==> config.mk <==
export PLATFORM = sky130hd
export DESIGN_NAME = fft_pip_seq_ctrl
export DESIGN_NICKNAME = d
export VERILOG_FILES = /design/src/rtl/fft_pip_seq_ctrl.sv
export SDC_FILE = /design/constraint.sdc
export NUM_CORES = 1
export LEC_CHECK = 0
export ABC_AREA = 1
export CAP_MARGIN = 40
export CELL_PAD_IN_SITES_DETAIL_PLACEMENT = 1
export CELL_PAD_IN_SITES_GLOBAL_PLACEMENT = 2
export CORE_MARGIN = 3
export CORE_UTILIZATION = 29
export DETAILED_ROUTE_END_ITERATION = 8
export GPL_ROUTABILITY_DRIVEN = 0
export GPL_TIMING_DRIVEN = 1
export MAX_ROUTING_LAYER = met4
export PLACE_DENSITY_LB_ADDON = 0.25
export SLEW_MARGIN = 20
export SYNTH_ARGS = -nofsm -noshare
export SYNTH_HDL_FRONTEND = slang
export SYNTH_SLANG_ARGS = --single-unit
==> constraint.sdc <==
create_clock -name clk -period 3 [get_ports clk]
set_input_delay 0.45 -clock clk [delete_from_list [all_inputs] [get_ports clk]]
set_output_delay 0.45 -clock clk [all_outputs]
set_load 0.01 [all_outputs]
==> src/rtl/fft_pip_seq_ctrl.sv <==
// Frame sequencer and stall controller for the FFT datapath pipeline.
// Admits one N-sample frame, drives the global pipeline enable, tags each
// stage with valid/SOF/EOF, and feeds the twiddle unit its index and exponent.
module fft_pip_seq_ctrl #(
    parameter int unsigned P_WIDTH    = 64,
    parameter int unsigned FFT_N_LOG2 = 14,
    parameter int unsigned RADIX_LOG2 = 4,
    parameter int unsigned PIP_DEPTH  = 4
) (
    input  logic                  clk,
    input  logic                  rst_n,
    input  logic                  start,
    input  logic                  in_valid,
    output logic                  in_ready,
    input  logic                  out_ready,
    output logic                  out_valid,
    output logic                  pip_en,
    output logic [FFT_N_LOG2-1:0] sample_idx,
    output logic [FFT_N_LOG2-1:0] tw_exp,
    output logic                  tw_valid,
    output logic                  out_sof,
    output logic                  out_eof,
    output logic                  busy,
    output logic                  done
);

    // Width of the low (within-group) part of the sample index.
    localparam int unsigned LO_W = FFT_N_LOG2 - RADIX_LOG2;

    localparam logic [1:0] S_IDLE  = 2'd0;
    localparam logic [1:0] S_RUN   = 2'd1;
    localparam logic [1:0] S_DRAIN = 2'd2;

    logic [1:0]            state;
    logic [1:0]            state_nxt;
    logic [FFT_N_LOG2-1:0] in_cnt;
    logic [PIP_DEPTH-1:0]  vld;
    logic [PIP_DEPTH-1:0]  sof;
    logic [PIP_DEPTH-1:0]  eof;
    logic [PIP_DEPTH-1:0]  vld_sh;
    logic [PIP_DEPTH-1:0]  sof_sh;
    logic [PIP_DEPTH-1:0]  eof_sh;
    logic                  accept;
    logic                  cnt_last;
    logic                  cnt_first;
    logic                  frame_end;
    logic [FFT_N_LOG2-1:0] tw_prod;

    // Datapath width is carried only for interface consistency.
    logic unused_p_width;
    assign unused_p_width = (P_WIDTH != 0);

    // Handshake and enable decode; the pipeline stalls only on a held output.
    assign out_valid = vld[PIP_DEPTH-1];
    assign out_sof   = sof[PIP_DEPTH-1];
    assign out_eof   = eof[PIP_DEPTH-1];
    assign tw_valid  = vld[0];
    assign pip_en    = ~out_valid | out_ready;
    assign in_ready  = (state == S_RUN) & pip_en;
    assign accept    = in_valid & in_ready;
    assign busy      = (state != S_IDLE);
    assign cnt_last  = &in_cnt;
    assign cnt_first = (in_cnt == '0);
    assign frame_end = (state == S_DRAIN) & out_valid & out_ready & out_eof;

    // Shift-in values; the cast drops the bit that falls off the last stage.
    assign vld_sh = PIP_DEPTH'({vld, accept});
    assign sof_sh = PIP_DEPTH'({sof, accept & cnt_first});
    assign eof_sh = PIP_DEPTH'({eof, accept & cnt_last});

    // First-stage twiddle exponent: low index part times high radix digit.
    assign tw_prod = FFT_N_LOG2'(in_cnt[LO_W-1:0]) * FFT_N_LOG2'(in_cnt[FFT_N_LOG2-1:LO_W]);

    // Next-state logic: start is honoured only in IDLE.
    always_comb begin
        state_nxt = state;
        case (state)
            S_IDLE:  if (start)              state_nxt = S_RUN;
            S_RUN:   if (accept && cnt_last) state_nxt = S_DRAIN;
            S_DRAIN: if (frame_end)          state_nxt = S_IDLE;
            default:                         state_nxt = S_IDLE;
        endcase
    end

    // State register.
    always_ff @(posedge clk) begin
        if (!rst_n) state <= S_IDLE;
        else        state <= state_nxt;
    end

    // Input sample counter, cleared on frame start and advanced per accept.
    always_ff @(posedge clk) begin
        if (!rst_n) begin
            in_cnt <= '0;
        end else if ((state == S_IDLE) && start) begin
            in_cnt <= '0;
        end else if (accept) begin
            in_cnt <= in_cnt + FFT_N_LOG2'(1);
        end
    end

    // Per-stage valid/SOF/EOF tags, moving in lockstep with the datapath.
    always_ff @(posedge clk) begin
        if (!rst_n) begin
            vld <= '0;
            sof <= '0;
            eof <= '0;
        end else if (pip_en) begin
            vld <= vld_sh;
            sof <= sof_sh;
            eof <= eof_sh;
        end
    end

    // Sample index and twiddle exponent of the most recently accepted sample.
    always_ff @(posedge clk) begin
        if (!rst_n) begin
            sample_idx <= '0;
            tw_exp     <= '0;
        end else if (accept) begin
            sample_idx <= in_cnt;
            tw_exp     <= tw_prod;
        end
    end

    // One-cycle completion pulse after the final output handshake.
    always_ff @(posedge clk) begin
        if (!rst_n) done <= 1'b0;
        else        done <= frame_end;
    end

endmodule
After elaboration in Yosys (flattened, before gate mapping)
Cells that the tools add are included.
{"block": "totals", "reg_bits": 57, "out_inout_bits": 36}
{"block": "classes", "bitwise": 10, "reduce_logical": 8, "addsub": 1, "n_mul": 1, "n_mux": 4, "eq_ne": 5}
{"op": "adder 14 x 1 -> 14 bit, second input constant", "count": 1}
{"op": "zero test 14 bit", "count": 1}
{"op": "multiplier 10 x 4 -> 14 bit", "count": 1}
{"op": "AND reduction 14 bit", "count": 1}
{"op": "bitwise AND 1 bit", "count": 7}
{"op": "2-to-1 mux 2 bit", "count": 3}
{"op": "case mux 2 bit (3 select lines)", "count": 1}
{"op": "inequality test 2 bit, second input constant", "count": 2}
{"op": "AND reduction 3 bit", "count": 1}
{"op": "== test 2 x 1 -> 1 bit, second input constant", "count": 1}
{"op": "== test 2 bit, second input constant", "count": 1}
{"op": "logical AND 1 bit", "count": 2}
{"op": "zero test 2 bit", "count": 1}
{"op": "inequality test 2 x 1 -> 1 bit, second input constant", "count": 1}
{"op": "NOT 1 bit", "count": 2}
{"op": "nonzero test 2 bit", "count": 1}
{"op": "OR reduction 2 bit", "count": 1}
{"op": "bitwise OR 1 bit", "count": 1}

Logic depth before layout (Yosys ltp)
{"block": "depth", "word_depth": 7, "ltp_mapped": 18, "ltp_nobuf": 17}

Worst setup path before layout
OpenSTA, ideal clock, no wires.
{"block": "synth_path", "path_kind": "reg-to-reg", "from": "register in_cnt[13]", "to": "register tw_exp[10]", "period_less_slack_ns": 2.968, "setup_time_ns": 0.115, "path_slack_ns": 0.032, "n_path_buf": 1, "t_arrival_ns": 2.852, "stages_incl_launch_ff": 14, "path_cell_list": "dfxtp_1 > clkbuf_1 > nand2_1 > fa_1 > fa_1 > fa_1 > inv_1 > nand3_1 > nand3_1 > nand2_1 > nand3_1 > nand2_1 > o21ai_0 > inv_1"}
{"block": "synth_via", "elab_chain_len": 1}
{"element": "from (decl)", "line_no": "36", "rtl": "logic [FFT_N_LOG2-1:0] in_cnt;"}
{"element": "from (signal assigned)", "line_no": "98", "rtl": "in_cnt <= in_cnt + FFT_N_LOG2'(1);"}
{"element": "multiplier 10 x 4 -> 14 bit", "line_no": "72", "rtl": "assign tw_prod = FFT_N_LOG2'(in_cnt[LO_W-1:0]) * FFT_N_LOG2'(in_cnt[FFT_N_LOG2-1:LO_W]);"}
{"element": "to (signal assigned)", "line_no": "122", "rtl": "tw_exp <= tw_prod;"}
{"element": "to (decl)", "line_no": "19", "rtl": "output logic [FFT_N_LOG2-1:0] tw_exp,"}
No other way between the ends.
A chain may end at the register's enable or synchronous reset.

Final worst setup path
{"block": "layout_path", "from": "register in_cnt[11]", "to": "register tw_exp[10]"}
Same word-level chain as after synthesis.

==> results by group <==
Run status
  • Outcome: completed

Synth
  • Synthesized area: 0.00375 mm2
  • Synth unique cells: 31
  • Post-synth EDFFs: 0
  • Post-synth ARST share: 0
  • Syn avg cell area: 6.90 um2
  • Register area share after synthesis: 0.304
  • Yosys warning total: 0
  • Top FF cell, synth: dfxtp_1
  • Cells after synthesis: 544
  • Yosys reg bits: 57
  • Syn Nets: 585

Clock network
  • TritonCTS Buffers: 9
  • Clk buf depth: 2
  • CTS Sinks: 57
  • H-tree depth: 3
  • Root buffer cell: clkbuf_16
  • CTS tree: yes
  • Worst skew pair latency: 0.34 ns
  • Clock-pin slew on the worst setup and hold paths: 0.06 ns

STA
  • Slew headroom: 0.648
  • Fmax: 349 MHz
  • Slew of the pin with the lowest slew margin: 0.526 ns
  • Clock Skew: 0.0129 ns
  • Final setup fails: 0
  • Max Slew Vio Count: 0
  • Fin. Hold Viols: 0
  • Hold slack: 0.455 ns
  • Minimum clock period after layout: 2.87 ns
  • Final worst-path cycle share: 0.955

Detailed routing
  • Max layer used: met4
  • Antenna Nets Post-Route: 0
  • Met3 WL: 228 um
  • Residual DRC: 0
  • Final wirelength: 10,900 um
  • Via/cell ratio: 4.57
  • Vias: 3,565
  • Routed met2 length: 5110 um
  • DR WL/cell: 14.0 um
  • First-pass iteration count of the detailed router: 4
  • M1 wire length: 5470 um
  • Initial drt markers: 125

Floorplan
  • Die Area: 0.0143 mm2
  • Die height: 120 um
  • Starting density of the core: 0.305
  • DIE WIDTH: 120 um
  • I/O pin count: 41
  • Row count: 40
  • Core box area: 0.0123 mm2

Global route
  • Vias in the first global route: 3,641
  • First-pass GRT wire length: 18,200 um
  • Initial antenna violation count: 0
  • Pin count of the biggest net entering global routing: 25
  • GRT Total Usage: 0.163
  • Global route overflow: 0

Layout
  • Antenna cells: 0
  • NumNets Final: 648
  • Commonest cells after routing, fill and taps aside: nand2_1, inv_1, dfxtp_1
  • Commonest non-fill, non-tap cell in the layout: nand2_1
  • P&R area growth vs syn: 33.0%
  • Filler instances: 1,567
  • Layout cells sized above 1: 0.162

Setup path
  • Startpoint types: flop
  • Kind of critical path: flop to flop
  • Cell family with most CP delay: adder cells
  • Slowest CP cell: fa_1
  • Kind of end point of the critical path: flop
  • Critical path, cell by cell: buf_4 -> nand2_1 -> inv_1 -> fa_1 -> inv_1 -> fa_1 -> inv_1 -> ha_4 -> buf_4 -> nand3_1 -> nand3_2 -> nand2_1 -> nand3_1 -> nand2_1 -> o21ai_1 -> inv_1
  • Required time of the critical path: 3.24 ns
  • FF-to-FF setup slack: 0.13 ns
  • Arr. time, crit path: 3.10 ns
  • Critical Path Max Stage Delay: 0.53 ns
  • CP dominant cell by count: inv_1
  • Crit-path max FO: 6
  • Buffer and inverter count on the worst path: 6

Min path
  • HP Class: flop to flop

Placed design
  • I/O Buffers: 40
  • Dpl hpwl: 8420 um

Pwr
  • Leak: 2.44 nW
  • Overall power: 0.00197 W
  • Pwr/cell area: 395 mW/mm2
  • VDD IR-drop max: 0.356 mV

Flow run
  • Max Cap Viol: 0
## cell type report
| class | instances | area (um2) | area share |
|---|---|---|---|
| multi-input combinational | 351 | 2230 | 0.448 |
| sequential | 57 | 1160 | 0.232 |
| timing repair buffer | 76 | 671 | 0.134 |
| inverter | 112 | 420 | 0.0842 |
| clock buffer | 10 | 229 | 0.0459 |
| tap | 168 | 210 | 0.0421 |
| clock inverter | 6 | 67.6 | 0.0135 |
## registers in the layout, indices dropped and copies added, names as in the netlist
name and count:
in_cnt 14, sample_idx 14, tw_exp 14, eof 4, sof 4, vld 4
state 2, done 1
## worst register-to-register path: cells and delay by family, from the launching register on
family          cells  cell delay [ns]
fa+ha+maj           3             1.30
flops               1             0.36
simple gates        6             0.48
buf+inv             6             0.49
compound gates      1             0.12
## logic make-up after synthesis
kind of cell	share of synthesized area
DFF	0.304
AOI/OAI and AO/OA	0.111
xor gates and xnor gates	0.0257
adders and majority gates	0.152
and+or+nand+nor	0.260
buffers and inverters	0.147
## power by group
part | total, W | switching, W | leakage [nW] | internal (W)
Sequential | 0.000790 | 0.0000122 | 0.467 | 0.000778
Combinational | 0.000143 | 0.0000775 | 1.83 | 0.0000656
Clock | 0.00104 | 0.000393 | 0.139 | 0.000645
Total | 0.00197 | 0.000483 | 2.44 | 0.00149
## Yosys cell counts, types with 9 or more instances
cell type  count  area (um2)
nand2_1      139         522
inv_1        109         409
dfxtp_1       57        1140
a21oi_1       43         215
nor2_1        35         131
nand3_1       26         130
o21ai_0       24         120
ha_1          20         250
fa_1          16         320
buf_2          9        45.0
clkbuf_1       9        33.8
nor3_1         9        45.0
o21a_1         9        67.6
## repair_timing
item,CTS,global route
pin swaps,0,6
buffers inserted,0,2
gates cloned,0,0
endpoints found under the setup margin,3,8
resized for setup,5,45
hold buffers,0,0
## worst paths after layout
kind                endpoint  cells after the start  startpoint
setup / recovery  tw_exp[10]                     16  in_cnt[11]
hold / removal        vld[2]                      2      vld[2]
setup reg to reg  tw_exp[10]                     16  in_cnt[11]
hold reg to reg       vld[2]                      2      vld[2]
## through the flow
step / setup WS, ns / area [um2] / utilization / setup TNS, ns / std cells
after global placement: -0.0360 / 4490 / 0.364 / -0.0675 / 762
after global routing: -0.0377 / 4990 / 0.405 / -0.0510 / 780
after detailed placement: -0.0751 / 4490 / 0.364 / -0.154 / 762
after floorplan: 0.0320 / 3750 / - / 0 / 544
after CTS: 0.0200 / 4800 / 0.390 / 0 / 778
final: 0.134 / 4990 / 0.405 / 0 / 780
## metal layers
layer  track usage  vias to the layer above
met5             -                        -
met4        0.0429                        0
met3        0.0382                       11
met2         0.251                       37
met1         0.217                     1726
li1              -                     1791
Note: power is estimated with default switching activity, not from simulation.
